[src/rtl/vram_blit_engine.sv]
// VRAM blit engine: clear-all, clear-line, scroll-up and fill-all over dedicated VRAM ports.
// Optional abort input is enabled by defining BLIT_ABORT_EN.
module vram_blit_engine #(
  parameter int unsigned COLS        = 80,
  parameter int unsigned ROWS        = 30,
  parameter logic [7:0]  CLEAR_VALUE = 8'h20,
  localparam int unsigned XW = $clog2(COLS),
  localparam int unsigned YW = $clog2(ROWS),
  localparam int unsigned AW = XW + YW
) (
  input  logic          clk,
  input  logic          rst_n,
  input  logic          cmd_valid,
  output logic          cmd_ready,
  input  logic [1:0]    cmd_op,
  input  logic [YW-1:0] cmd_row,
  input  logic [7:0]    cmd_value,
  input  logic          stall,
  output logic          vram_we,
  output logic [AW-1:0] vram_waddr,
  output logic [7:0]    vram_wdata,
  output logic          vram_re,
  output logic [AW-1:0] vram_raddr,
  input  logic [7:0]    vram_rdata,
  output logic          busy,
  output logic          done,
  output logic          err
`ifdef BLIT_ABORT_EN
  ,
  input  logic          abort
`endif
);

  localparam logic [1:0] OP_CLEAR_ALL  = 2'd0;
  localparam logic [1:0] OP_CLEAR_LINE = 2'd1;
  localparam logic [1:0] OP_SCROLL_UP  = 2'd2;
  localparam logic [1:0] OP_FILL_ALL   = 2'd3;

  localparam logic [XW-1:0] COL_LAST = XW'(COLS - 1);
  localparam logic [YW-1:0] ROW_LAST = YW'(ROWS - 1);

  typedef enum logic [2:0] {S_IDLE, S_FILL, S_COPY, S_DRAIN, S_DONE} state_t;

  state_t        state_q, state_d;
  logic [XW-1:0] wcol_q, wcol_d, rcol_q, rcol_d;
  logic [YW-1:0] wrow_q, wrow_d, rrow_q, rrow_d, last_q, last_d;
  logic [7:0]    fill_q, fill_d, hold_data_q, hold_data_d;
  logic          err_q, err_d, rd_pend_q, rd_pend_d, hold_v_q, hold_v_d;
  logic          line_bad;

  assign busy       = (state_q != S_IDLE) && (state_q != S_DONE);
  assign cmd_ready  = ~busy;
  assign done       = (state_q == S_DONE);
  assign err        = (state_q == S_DONE) && err_q;
  assign vram_waddr = {wrow_q, wcol_q};
  assign vram_raddr = {rrow_q, rcol_q};
  assign line_bad   = 32'(cmd_row) >= ROWS;

  always_ff @(posedge clk or negedge rst_n) begin
    if (!rst_n) begin
      state_q     <= S_IDLE;
      wcol_q      <= '0;
      wrow_q      <= '0;
      rcol_q      <= '0;
      rrow_q      <= '0;
      last_q      <= '0;
      fill_q      <= CLEAR_VALUE;
      hold_data_q <= '0;
      err_q       <= 1'b0;
      rd_pend_q   <= 1'b0;
      hold_v_q    <= 1'b0;
    end else begin
      state_q     <= state_d;
      wcol_q      <= wcol_d;
      wrow_q      <= wrow_d;
      rcol_q      <= rcol_d;
      rrow_q      <= rrow_d;
      last_q      <= last_d;
      fill_q      <= fill_d;
      hold_data_q <= hold_data_d;
      err_q       <= err_d;
      rd_pend_q   <= rd_pend_d;
      hold_v_q    <= hold_v_d;
    end
  end

  // Next state, counters and strobes; rrow/rcol address the source row of a copy.
  always_comb begin
    state_d     = state_q;
    wcol_d      = wcol_q;
    wrow_d      = wrow_q;
    rcol_d      = rcol_q;
    rrow_d      = rrow_q;
    last_d      = last_q;
    fill_d      = fill_q;
    hold_data_d = hold_data_q;
    err_d       = err_q;
    hold_v_d    = hold_v_q;
    rd_pend_d   = 1'b0;
    vram_we     = 1'b0;
    vram_re     = 1'b0;
    vram_wdata  = fill_q;

    case (state_q)
      S_IDLE, S_DONE: begin
        state_d = S_IDLE;
        if (cmd_valid) begin
          wcol_d   = '0;
          wrow_d   = '0;
          rcol_d   = '0;
          rrow_d   = '0;
          last_d   = ROW_LAST;
          fill_d   = CLEAR_VALUE;
          err_d    = 1'b0;
          hold_v_d = 1'b0;
          state_d  = S_FILL;
          case (cmd_op)
            OP_CLEAR_ALL: begin
            end
            OP_CLEAR_LINE: begin
              if (line_bad) begin
                state_d = S_DONE;
                err_d   = 1'b1;
              end else begin
                wrow_d = cmd_row;
                last_d = cmd_row;
              end
            end
            OP_SCROLL_UP: begin
              rrow_d  = YW'(1);
              state_d = S_COPY;
            end
            OP_FILL_ALL: fill_d = cmd_value;
            default: begin
            end
          endcase
        end
      end

      S_FILL: begin
        if (!stall) begin
          vram_we = 1'b1;
          if (wcol_q == COL_LAST) begin
            wcol_d = '0;
            if (wrow_q == last_q) state_d = S_DONE;
            else                  wrow_d  = wrow_q + YW'(1);
          end else begin
            wcol_d = wcol_q + XW'(1);
          end
        end
      end

      S_COPY, S_DRAIN: begin
        vram_wdata = hold_v_q ? hold_data_q : vram_rdata;
        if (stall) begin
          // Read data returning into a stalled cycle is parked until the port frees up.
          if (rd_pend_q) begin
            hold_v_d    = 1'b1;
            hold_data_d = vram_rdata;
          end
        end else begin
          if (hold_v_q || rd_pend_q) begin
            vram_we  = 1'b1;
            hold_v_d = 1'b0;
            if (wcol_q == COL_LAST) begin
              wcol_d = '0;
              wrow_d = wrow_q + YW'(1);
            end else begin
              wcol_d = wcol_q + XW'(1);
            end
          end
          if (state_q == S_COPY) begin
            vram_re   = 1'b1;
            rd_pend_d = 1'b1;
            if (rcol_q == COL_LAST) begin
              rcol_d = '0;
              if (rrow_q == ROW_LAST) state_d = S_DRAIN;
              else                    rrow_d  = rrow_q + YW'(1);
            end else begin
              rcol_d = rcol_q + XW'(1);
            end
          end else if (hold_v_q || rd_pend_q) begin
            state_d = S_FILL;
          end
        end
      end

      default: state_d = S_IDLE;
    endcase

`ifdef BLIT_ABORT_EN
    if (abort && busy) begin
      state_d   = S_DONE;
      err_d     = 1'b1;
      hold_v_d  = 1'b0;
      rd_pend_d = 1'b0;
    end
`endif
  end

endmodule

[config.mk]
export PLATFORM = sky130hd
export DESIGN_NAME = vram_blit_engine
export DESIGN_NICKNAME = d
export VERILOG_FILES = /design/src/rtl/vram_blit_engine.sv
export SDC_FILE = /design/constraint.sdc
export NUM_CORES = 1
export LEC_CHECK = 0
export BUFFER_PORTS_ARGS = -buffer_cell sky130_fd_sc_hd__buf_2
export CORE_UTILIZATION = 54
export CTS_BUF_LIST = sky130_fd_sc_hd__clkbuf_8 sky130_fd_sc_hd__clkbuf_16
export CTS_CLUSTER_DIAMETER = 60
export DETAILED_ROUTE_END_ITERATION = 10
export GPL_TIMING_DRIVEN = 0
export MAX_ROUTING_LAYER = met4
export PLACE_DENSITY = 0.8
export SLEW_MARGIN = 20
export SYNTH_ARGS = -nofsm -noshare
export SYNTH_HDL_FRONTEND = slang
export SYNTH_SLANG_ARGS = --single-unit
[constraint.sdc]
create_clock -name clk -period 2.6 [get_ports clk]
set_input_delay 0.52 -clock clk [delete_from_list [all_inputs] [get_ports clk]]
set_output_delay 0.52 -clock clk [all_outputs]
set_load 0.01 [all_outputs]
==> run_results.csv, run 1 <==
group,metric,value,unit
synth,postSynthRegisterBits,51,
global_route,track_usage,25.6,%
placement,place.detailed.hpwl,4660,µm
global_route,grt_max_degree,52,
worst_setup_path,crit_arrival,1.97,ns
worst_setup_path,required,2.08,ns
global_route,grt_overflow,0,
cts,clk_path_buf_depth,2,
synth,synth_edf_count,0,
global_route,grt_pass1_vias,2351,
synth,synth_cell_types,47,
floorplan,start_util,55.9,%
synth,synth_flop_cell,"dfrtp_1",
sta,setup_viol,0,
routing,wirelength,6430,µm
floorplan,die_h,74.7,µm
worst_setup_path,r2r_slack,0.56,ns
final_layout,regArea,1280,µm²
routing,route.detailed.drc,0,
cts,cts-root-buf,"clkbuf_8",
synth,syn_nets,341,
global_route,use_met2,42.4,%
worst_setup_path,worstSetupStartpointType,"register",
global_route,met1_usage,32.3,%
final_layout,synthToLayoutAreaGrowth,18.5,%
synth,yosys.area.top_type,"dfrtp_1",
power,p_leak,1.66,nW
sta,worst_pin_slew,0.652,ns
floorplan,core,5110,µm²
sta,finalCritPeriodShare,95.7,%
synth,yosys.area.top_type_share,43.9,%
synth,synth_area_leaders,"dfrtp_1 (44%), nand2_1 (6.8%), o21ai_0 (4.6%)",
final_layout,nNetsFinal,412,
routing,initialDrtViolationCount,136,
worst_setup_path,worst-path-max-fanout,10,
cts,cts_tree,"yes",
synth,syn_avg_cell_area,9.23,µm²
sta,maxSlewViolCount,0,
floorplan,fp-row-count,26,
final_layout,fillerInstances,435,
cts,cts-hold-fix-buffers,0,
final_layout,multi_input_area,1450,µm²
global_route,top_usage_layer,"met2",
sta,rsz0062_at_grt,"false",
floorplan,dieArea,5580,µm²
synth,async_reset_ff_share,100,%
floorplan,fp.dieW,74.7,µm
worst_setup_path,rr_endpoint,"rrow_q[4]$_DFFE_PN0P_",
cts,cts_buffers,5,
power,cellPowerDensity,994,nW/µm²
sta,tns,0,ns
worst_setup_path,critical_path_class,"reg2out",
global_route,grt_pass1_wl,10600,µm
synth,synthCells,309,
sta,finClkSkew,0.00946,ns
global_route,antenna_found_initial,0,
routing,routedWlPerCell,14.3,µm
run,drv_cap,0,
sta,fmax,402,MHz
worst_setup_path,reg2reg_from,"rcol_q[0]$_DFFE_PN0P_",
min_path,hold_path_class,"in2async",
synth,yosys_warnings,0,
final_layout,drive_gt1_share,25.7,%
synth,yosysSeqAreaShare,44.8,%
synth,mappedNetlistArea,2850,µm²
cts,cts.sink_count,51,
placement,routabilityCongestion,0.815,
worst_setup_path,rr_worst_depth,6,
sta,period_needed,2.49,ns
routing,dr_total_vias,2562,
run_status,status,"finished, final reports clean",
routing,firstDrtPassIters,4,
routing,viasPerCell,5.68,
worst_setup_path,endpoint_kind,"output port",
final_layout,antenna_cells,0,
cts,clk_latency,0.31,ns
sta,hold_ws,0.232,ns
cts,path_clk_slew,0.10,ns
power,peakVddDrop,0.509,mV
floorplan,io_pins,65,
routing,drtAntennaViolNets,0,
global_route,grtUsageMet3,4.42,%
cts,htree_levels,2,
placement,portBuffers,64,
sta,slew_headroom,56.5,%
sta,hold_violations,0,
cell usage after synthesis (all sizes together), types with 3 or more instances:
cell,n
nor3,6
o22ai,7
o21ai,26
clkbuf,12
nand2,52
a31oi,6
inv,9
a21oi,10
and3,6
nor3b,5
mux2,13
ha,5
nand3,20
nand4,5
xor2,8
dfrtp,50
nand2b,7
buf,5
mux2i,9
o31ai,5
nor2b,3
or4,3
nor2,15
area by class of cell:
cell class / instances / area share (%)
Clock buffer: 5 / 2.04
Multi-Input combinational cell: 232 / 42.9
Inverter: 9 / 0.999
Timing Repair Buffer: 64 / 9.55
Sequential cell: 51 / 37.8
Buffer: 17 / 2.78
Clock inverter: 3 / 1.30
Tap cell: 70 / 2.59
per-layer routing:
metal  part of all wire (%)  routed length, µm  vias to the layer above
met5                      0                  0                        -
met4                    1.0                 65                        0
met3                    4.5                287                        8
met2                     50               3240                       81
met1                     44               2840                     1226
li1                       -                  -                     1247
logic make-up after synthesis:
group / count (synthesis) / share of synthesized area, %
AND/OR/NAND/NOR: 130 / 23.0
adder cells (fa/ha/maj): 5 / 2.19
XOR/XNOR: 9 / 2.76
flip-flops: 51 / 44.8
buffers and inverters: 26 / 4.34
multiplexers: 22 / 8.82
AO/OA/AOI/OAI: 66 / 14.1
metrics by stage:
| stage | instances | setup WS (ns) | area (µm²) | total power [mW] | util, % |
|---|---|---|---|---|---|
| 2_1_floorplan | 309 | 0.692 | 2850 | 2.31 | - |
| 3_3_place_gp | 443 | 0.180 | 3260 | 2.76 | 63.8 |
| 3_5_place_dp | 443 | 0.192 | 3260 | 2.81 | 63.9 |
| 4_1_cts | 451 | 0.00869 | 3380 | 3.37 | 66.1 |
| 5_1_grt | 451 | 0.0153 | 3380 | 3.62 | 66.2 |
| 6_report | 451 | 0.112 | 3380 | 3.36 | 66.2 |
worst max-delay path, stage by stage (launching register included):
cell and delay (ns):
dfrtp_1 0.39, buf_6 0.14, o21bai_1 0.44, clkbuf_1 0.41
nor3_1 0.11, buf_2 0.16
what timing repair did:
action | CTS | global route
resized for setup | 2 | 3
endpoints found under the setup margin | 8 | 8
setup buffers | 0 | 0
endpoints found under the hold margin | 0 | 0
registers in the layout, summed over array words and instances, names as in the netlist:
register / cells
rd_pend_q: 1
err_q: 1
state_q: 3
last_q: 5
wcol_q: 7
wrow_q: 5
rcol_q: 7
fill_q: 8
hold_v_q: 1
hold_data_q: 8
rrow_q: 5
layout by cell type (no fill, tap or decap), drive strengths merged, types with 6 or more instances in the layout:
master and count:
a21oi 10, nand3 20, clkbuf 17, nor2 15, nand2b 7, dfrtp 50
xor2 8, nor3 6, mux2i 9, buf 69, o22ai 7, mux2 13
a31oi 6, o21ai 26, and3 6, inv 9, nand2 52
power by group:
| group | switching [mW] | internal (mW) |
|---|---|---|
| combinational | 0.910 | 0.661 |
| clock | 0.268 | 0.287 |
| sequential | 0.212 | 1.02 |
| total | 1.39 | 1.97 |
worst max path at each step:
stage | slack (ns) | end | from | cells after the start
2_1_floorplan | 0.69 | vram_wdata[0] | state_q[2]$_DFFE_PN0P_ | 5
3_3_place_gp | 0.18 | vram_wdata[1] | state_q[2]$_DFFE_PN0P_ | 6
3_5_place_dp | 0.19 | vram_wdata[6] | state_q[2]$_DFFE_PN0P_ | 6
4_1_cts | 0.009 | vram_wdata[6] | state_q[2]$_DFFE_PN0P_ | 6
5_1_grt | 0.02 | vram_we | state_q[1]$_DFFE_PN0P_ | 5
6_report | 0.11 | vram_we | state_q[1]$_DFFE_PN0P_ | 5
Power figures use the tool's default switching activity.
==> run 2, diff against run 1 <==
BUFFER_PORTS_ARGS = -buffer_cell sky130_fd_sc_hd__clkbuf_2   (was -buffer_cell sky130_fd_sc_hd__buf_2)
PLACE_DENSITY = 0.91   (was 0.8)
==> run 2 against run 1 <==
Effect of this change: via count decreased by 0.55%; combinational power about the same; clock power decreased by 9.5%; die area did not move; total power fell by 1.3%; final area decreased by 0.41%; critical endpoint is now vram_wdata[4].
==> run_results.csv, run 2 (synthesized netlist as in run 1, its figures left out) <==
group,metric,value,unit
sta,finClkSkew,0.0109,ns
global_route,grt_pass1_wl,10100,µm
sta,finalCritPeriodShare,95.1,%
cts,cts_setup_buffers,0,
routing,wirelength,6460,µm
sta,slew_headroom,53.2,%
floorplan,fp-row-count,26,
worst_setup_path,worstPathCellList,"nand2b_1 > clkbuf_2 > clkbuf_2 > nand2_1 > o21ai_0 > clkbuf_2",
routing,initialDrtViolationCount,115,
worst_setup_path,crit_top_cell,"clkbuf_2",
power,p_leak,1.63,nW
placement,routabilityCongestion,0.827,
cts,cts.sink_count,51,
final_layout,synthToLayoutAreaGrowth,18.0,%
cts,clk_path_buf_depth,2,
sta,fmax,404,MHz
worst_setup_path,critical_path.max_stage_delay,0.52,ns
placement,pre_cts_ws,0.211,ns
worst_setup_path,crit_slowest_cell,"dfrtp_1",
run_status,status,"finished, final reports clean",
global_route,antenna_found_initial,0,
worst_setup_path,worstSetupStartpointType,"register",
floorplan,io_pins,65,
routing,firstDrtPassIters,4,
routing,routedWlPerCell,14.3,µm
sta,setup_viol,0,
final_layout,final_common_cell,"clkbuf_2",
final_layout,drive_gt1_share,25.7,%
global_route,grt_pass1_vias,2207,
floorplan,fp.dieW,74.7,µm
final_layout,final_cell_mix,"clkbuf_2 (67), nand2_1 (52), dfrtp_1 (50)",
routing,route.detailed.drc,0,
final_layout,reg.largest.list,"fill_q (8), hold_data_q (8)",
worst_setup_path,crit_arrival,1.95,ns
min_path,hold_path_class,"in2async",
power,total_power,3.32,mW
worst_setup_path,worst-path-max-fanout,10,
sta,maxSlewViolCount,0,
worst_setup_path,endpoint_kind,"output port",
worst_setup_path,critical_path_class,"reg2out",
routing,dr_total_vias,2548,
routing,viasPerCell,5.65,
sta,worst_pin_slew,0.703,ns
power,cellPowerDensity,985,nW/µm²
global_route,track_usage,24.4,%
cts,path_clk_slew,0.10,ns
cts,cts-root-buf,"clkbuf_8",
placement,portBuffers,64,
final_layout,nNetsFinal,412,
run,drv_cap,0,
worst_setup_path,required,2.08,ns
power,peakVddDrop,0.528,mV
placement,place_inst,443,
cts,cts-hold-fix-buffers,0,
final_layout,utilization,65.9,%
floorplan,core,5110,µm²
sta,tns,0,ns
placement,place.detailed.hpwl,4640,µm
routing,drtAntennaViolNets,0,
cts,cts_buffers,5,
sta,fin_ws,0.127,ns
final_layout,finalNonFillerCells,451,
sta,hold_ws,0.252,ns
sta,hold_violations,0,
floorplan,start_util,55.9,%
floorplan,die_h,74.7,µm
cts,clk_latency,0.32,ns
final_layout,stdcell_area,3370,µm²
placement,place_area,3260,µm²
global_route,grt_overflow,0,
cts,htree_levels,2,
floorplan,dieArea,5580,µm²
global_route,grt_max_degree,52,
sta,period_needed,2.47,ns
cts,cts_tree,"yes",
final_layout,antenna_cells,0,
==> run 2: final cells by class <==
| type | instances | area, µm² |
|---|---|---|
| inverter | 9 | 33.8 |
| timing repair buffer | 64 | 323 |
| buffer | 17 | 93.8 |
| sequential | 51 | 1280 |
| multi-input combinational | 232 | 1460 |
| clock buffer | 5 | 68.8 |
| clock inverter | 3 | 27.5 |
| tap | 70 | 87.6 |
| fill | 435 | 1740 |
==> run 2: repair_timing <==
action                     in CTS  in global routing
cloned                          0                  0
resized for setup               3                  1
setup endpoints to repair       8                  1
==> run 2: worst paths after layout <==
kind,startpoint,to,slack (ns),cells after the start
max in group asynchronous,rst_n,rrow_q[1]$_DFFE_PN0P_,1.87,1
worst min register to register,fill_q[7]$_DFFE_PN0P_,fill_q[7]$_DFFE_PN0P_,0.48,2
worst max-delay path,state_q[2]$_DFFE_PN0P_,vram_wdata[4],0.13,6
worst min-delay path,rst_n,err_q$_DFFE_PN0P_,0.25,1
min in group clk,cmd_value[5],fill_q[5]$_DFFE_PN1P_,0.37,3
worst max register to register,wcol_q[4]$_DFFE_PN0P_,wrow_q[3]$_DFFE_PN0P_,0.55,5
==> run 2: worst max-delay path, delay by kind of cell (launching register included) <==
kind	cells	cell delay (ns)
AO/OA/AOI/OAI	1	0.10
buffers and inverters	3	0.70
flip-flops	1	0.52
AND/OR/NAND/NOR	2	0.33
==> run 2: routing by layer <==
layer	up-vias	GRT usage [%]	routed length, µm
met5	-	-	0
met4	0	5.03	43
met3	4	4.42	273
met2	68	40.9	3200
met1	1233	31.0	2940
li1	1243	-	-
==> run 2: where the power goes <==
part           internal, mW  leakage, nW  switching [mW]  total, mW
combinational         0.660        0.909           0.916       1.58
clock                 0.200       0.0467           0.302      0.502
sequential             1.02        0.677           0.217       1.24
==> run 3, diff against run 2 <==
CTS_CLUSTER_SIZE = 16   (was not set)
clock period = 2.3 ns   (was 2.6 ns; I/O delays follow)
==> run 3 against run 2 <==
Effect of this change: first-iteration DRC count shrank 17%; count of clock-buffer cells in the layout is the same; sequential power grew 13%; final area grew 0.74%; global-route usage is essentially flat; sequential share of layout area shrank 0.24 points; critical path depth grew 1; utilization grew 0.49 points; critical path type unchanged; largest cell class unchanged; highest routed layer unchanged.
==> run_results.csv, run 3 (synthesized netlist as in run 1, its figures left out) <==
group,metric,value,unit
run_status,status,"finished, final reports clean",
sta,finClkSkew,0.0141,ns
final_layout,drive_gt1_share,26.6,%
worst_setup_path,crit_arrival,1.74,ns
routing,routedWlPerCell,14.3,µm
worst_setup_path,crit_buf_inv,4,
placement,pre_cts_ws,-0.0289,ns
floorplan,io_pins,65,
final_layout,final_cell_mix,"clkbuf_2 (65), nand2_1 (52), dfrtp_1 (49)",
sta,setup_viol,0,
routing,drtAntennaViolNets,0,
final_layout,final_common_cell,"clkbuf_2",
routing,wirelength,6470,µm
routing,firstDrtPassIters,4,
global_route,track_usage,24.4,%
power,cellPowerDensity,1120,nW/µm²
worst_setup_path,reg2reg_from,"state_q[2]$_DFFE_PN0P_",
final_layout,reg.largest.list,"fill_q (8), hold_data_q (8)",
floorplan,fp-row-count,26,
worst_setup_path,critical_path_class,"reg2out",
sta,period_needed,2.20,ns
worst_setup_path,worstPathCellList,"buf_6 > nand2b_1 > buf_4 > clkbuf_4 > nand2_1 > o21ai_1 > clkbuf_2",
global_route,grt_pass1_wl,10100,µm
worst_setup_path,crit_slowest_cell,"dfrtp_1",
sta,worst_pin_slew,0.695,ns
floorplan,core,5110,µm²
power,swShare,42.9,%
worst_setup_path,cp_top_family,"buffers and inverters",
sta,slew_headroom,53.7,%
sta,maxSlewViolCount,0,
cts,path_clk_slew,0.10,ns
cts,htree_levels,2,
worst_setup_path,critical_path.max_stage_delay,0.40,ns
routing,initialDrtViolationCount,95,
power,comb_power_share,48.2,%
power,p_switching,1.62,mW
cts,cts-hold-fix-buffers,0,
placement,routabilityCongestion,0.827,
placement,place.detailed.hpwl,4640,µm
worst_setup_path,worst-path-max-fanout,10,
power,p_leak,1.65,nW
final_layout,nNetsFinal,414,
global_route,grt_overflow,0,
final_layout,utilization,66.4,%
min_path,hold_path_class,"in2async",
sta,fmax,454,MHz
worst_setup_path,rr_worst_depth,6,
placement,portBuffers,64,
cts,cts.sink_count,51,
cts,cts_tree,"yes",
floorplan,dieArea,5580,µm²
sta,finalCritPeriodShare,95.9,%
run,drv_cap,0,
cts,cts-root-buf,"clkbuf_8",
routing,dr_total_vias,2548,
global_route,grt_max_degree,52,
cts,clk_latency,0.32,ns
sta,fin_ws,0.0950,ns
routing,viasPerCell,5.62,
final_layout,synthToLayoutAreaGrowth,18.9,%
global_route,antenna_found_initial,0,
power,peakVddDrop,0.622,mV
floorplan,start_util,55.9,%
worst_setup_path,r2r_slack,0.22,ns
worst_setup_path,worstSetupStartpointType,"register",
worst_setup_path,rr_endpoint,"rrow_q[4]$_DFFE_PN0P_",
cts,cts_buffers,5,
worst_setup_path,endpoint_kind,"output port",
routing,route.detailed.drc,0,
power,p_seq_share,36.9,%
sta,hold_violations,0,
power,clock_power_share,14.9,%
global_route,grt_pass1_vias,2204,
worst_setup_path,required,1.84,ns
floorplan,die_h,74.7,µm
floorplan,fp.dieW,74.7,µm
power,p_int,2.16,mW
cts,clk_path_buf_depth,2,
final_layout,antenna_cells,0,
run 3: cell count changes in the layout (fill, tap and decap cells not counted), sizes merged:
cell,previous run,this run
clkbuf,81,80
buf,5,8
run 3: final cells by class:
cell class	count	area, µm²
fill	432	1720
multi-input combinational	232	1460
sequential	51	1280
timing repair buffer	66	338
buffer	17	103
tap	70	87.6
clock buffer	5	68.8
inverter	9	33.8
clock inverter	3	27.5
run 3: worst max path at each step:
stage                                 startpoint  slack (ns)                    end  cells past startpoint
after floorplan            wcol_q[4]$_DFFE_PN0P_        0.42  wrow_q[1]$_DFFE_PN0P_                      5
after global placement    state_q[2]$_DFFE_PN0P_       -0.04          vram_wdata[6]                      6
after detailed placement  state_q[2]$_DFFE_PN0P_       -0.03          vram_wdata[4]                      6
after CTS                 state_q[1]$_DFFE_PN0P_        0.01                vram_we                      5
after global routing      state_q[1]$_DFFE_PN0P_      -0.004          vram_wdata[4]                      7
final                     state_q[1]$_DFFE_PN0P_         0.1          vram_wdata[4]                      7
run 3: power groups by stage:
stage	combinational, mW	clock [mW]	sequential (mW)
after floorplan	1.20	0	1.41
after global placement	1.71	0	1.40
after detailed placement	1.76	0	1.42
after CTS	1.79	0.575	1.40
after global routing	2.02	0.609	1.43
final	1.83	0.562	1.40
run 3: what timing repair did:
action | CTS | global route
buffers inserted | 0 | 2
gates resized for setup | 8 | 4
setup endpoints to repair | 9 | 9
run 3: through the flow:
step	TNS (ns)	area [µm²]	total power [mW]	instances	hold slack, ns
floorplan	0	2850	2.61	309	0.164
global placement	-0.253	3260	3.11	443	0.452
detailed placement	-0.103	3260	3.18	443	0.455
CTS	0	3370	3.76	451	0.230
global route	-0.00575	3390	4.06	453	0.262
finish	0	3390	3.78	453	0.193
run 3: worst register-to-register path, delay by kind of cell, from the launching register on:
| family | cells | cell delay [ns] |
|---|---|---|
| buffers and inverters | 2 | 0.31 |
| flip-flops | 1 | 0.45 |
| AO/OA/AOI/OAI | 1 | 0.14 |
| AND/OR/NAND/NOR | 3 | 1.11 |
run 3: per-layer routing:
metal	up-vias	GRT usage [%]	part of all wire, %
li1	1248	-	-
met1	1229	31.1	45
met2	67	40.7	50
met3	4	4.42	4.2
met4	0	5.03	0.65
met5	-	-	0
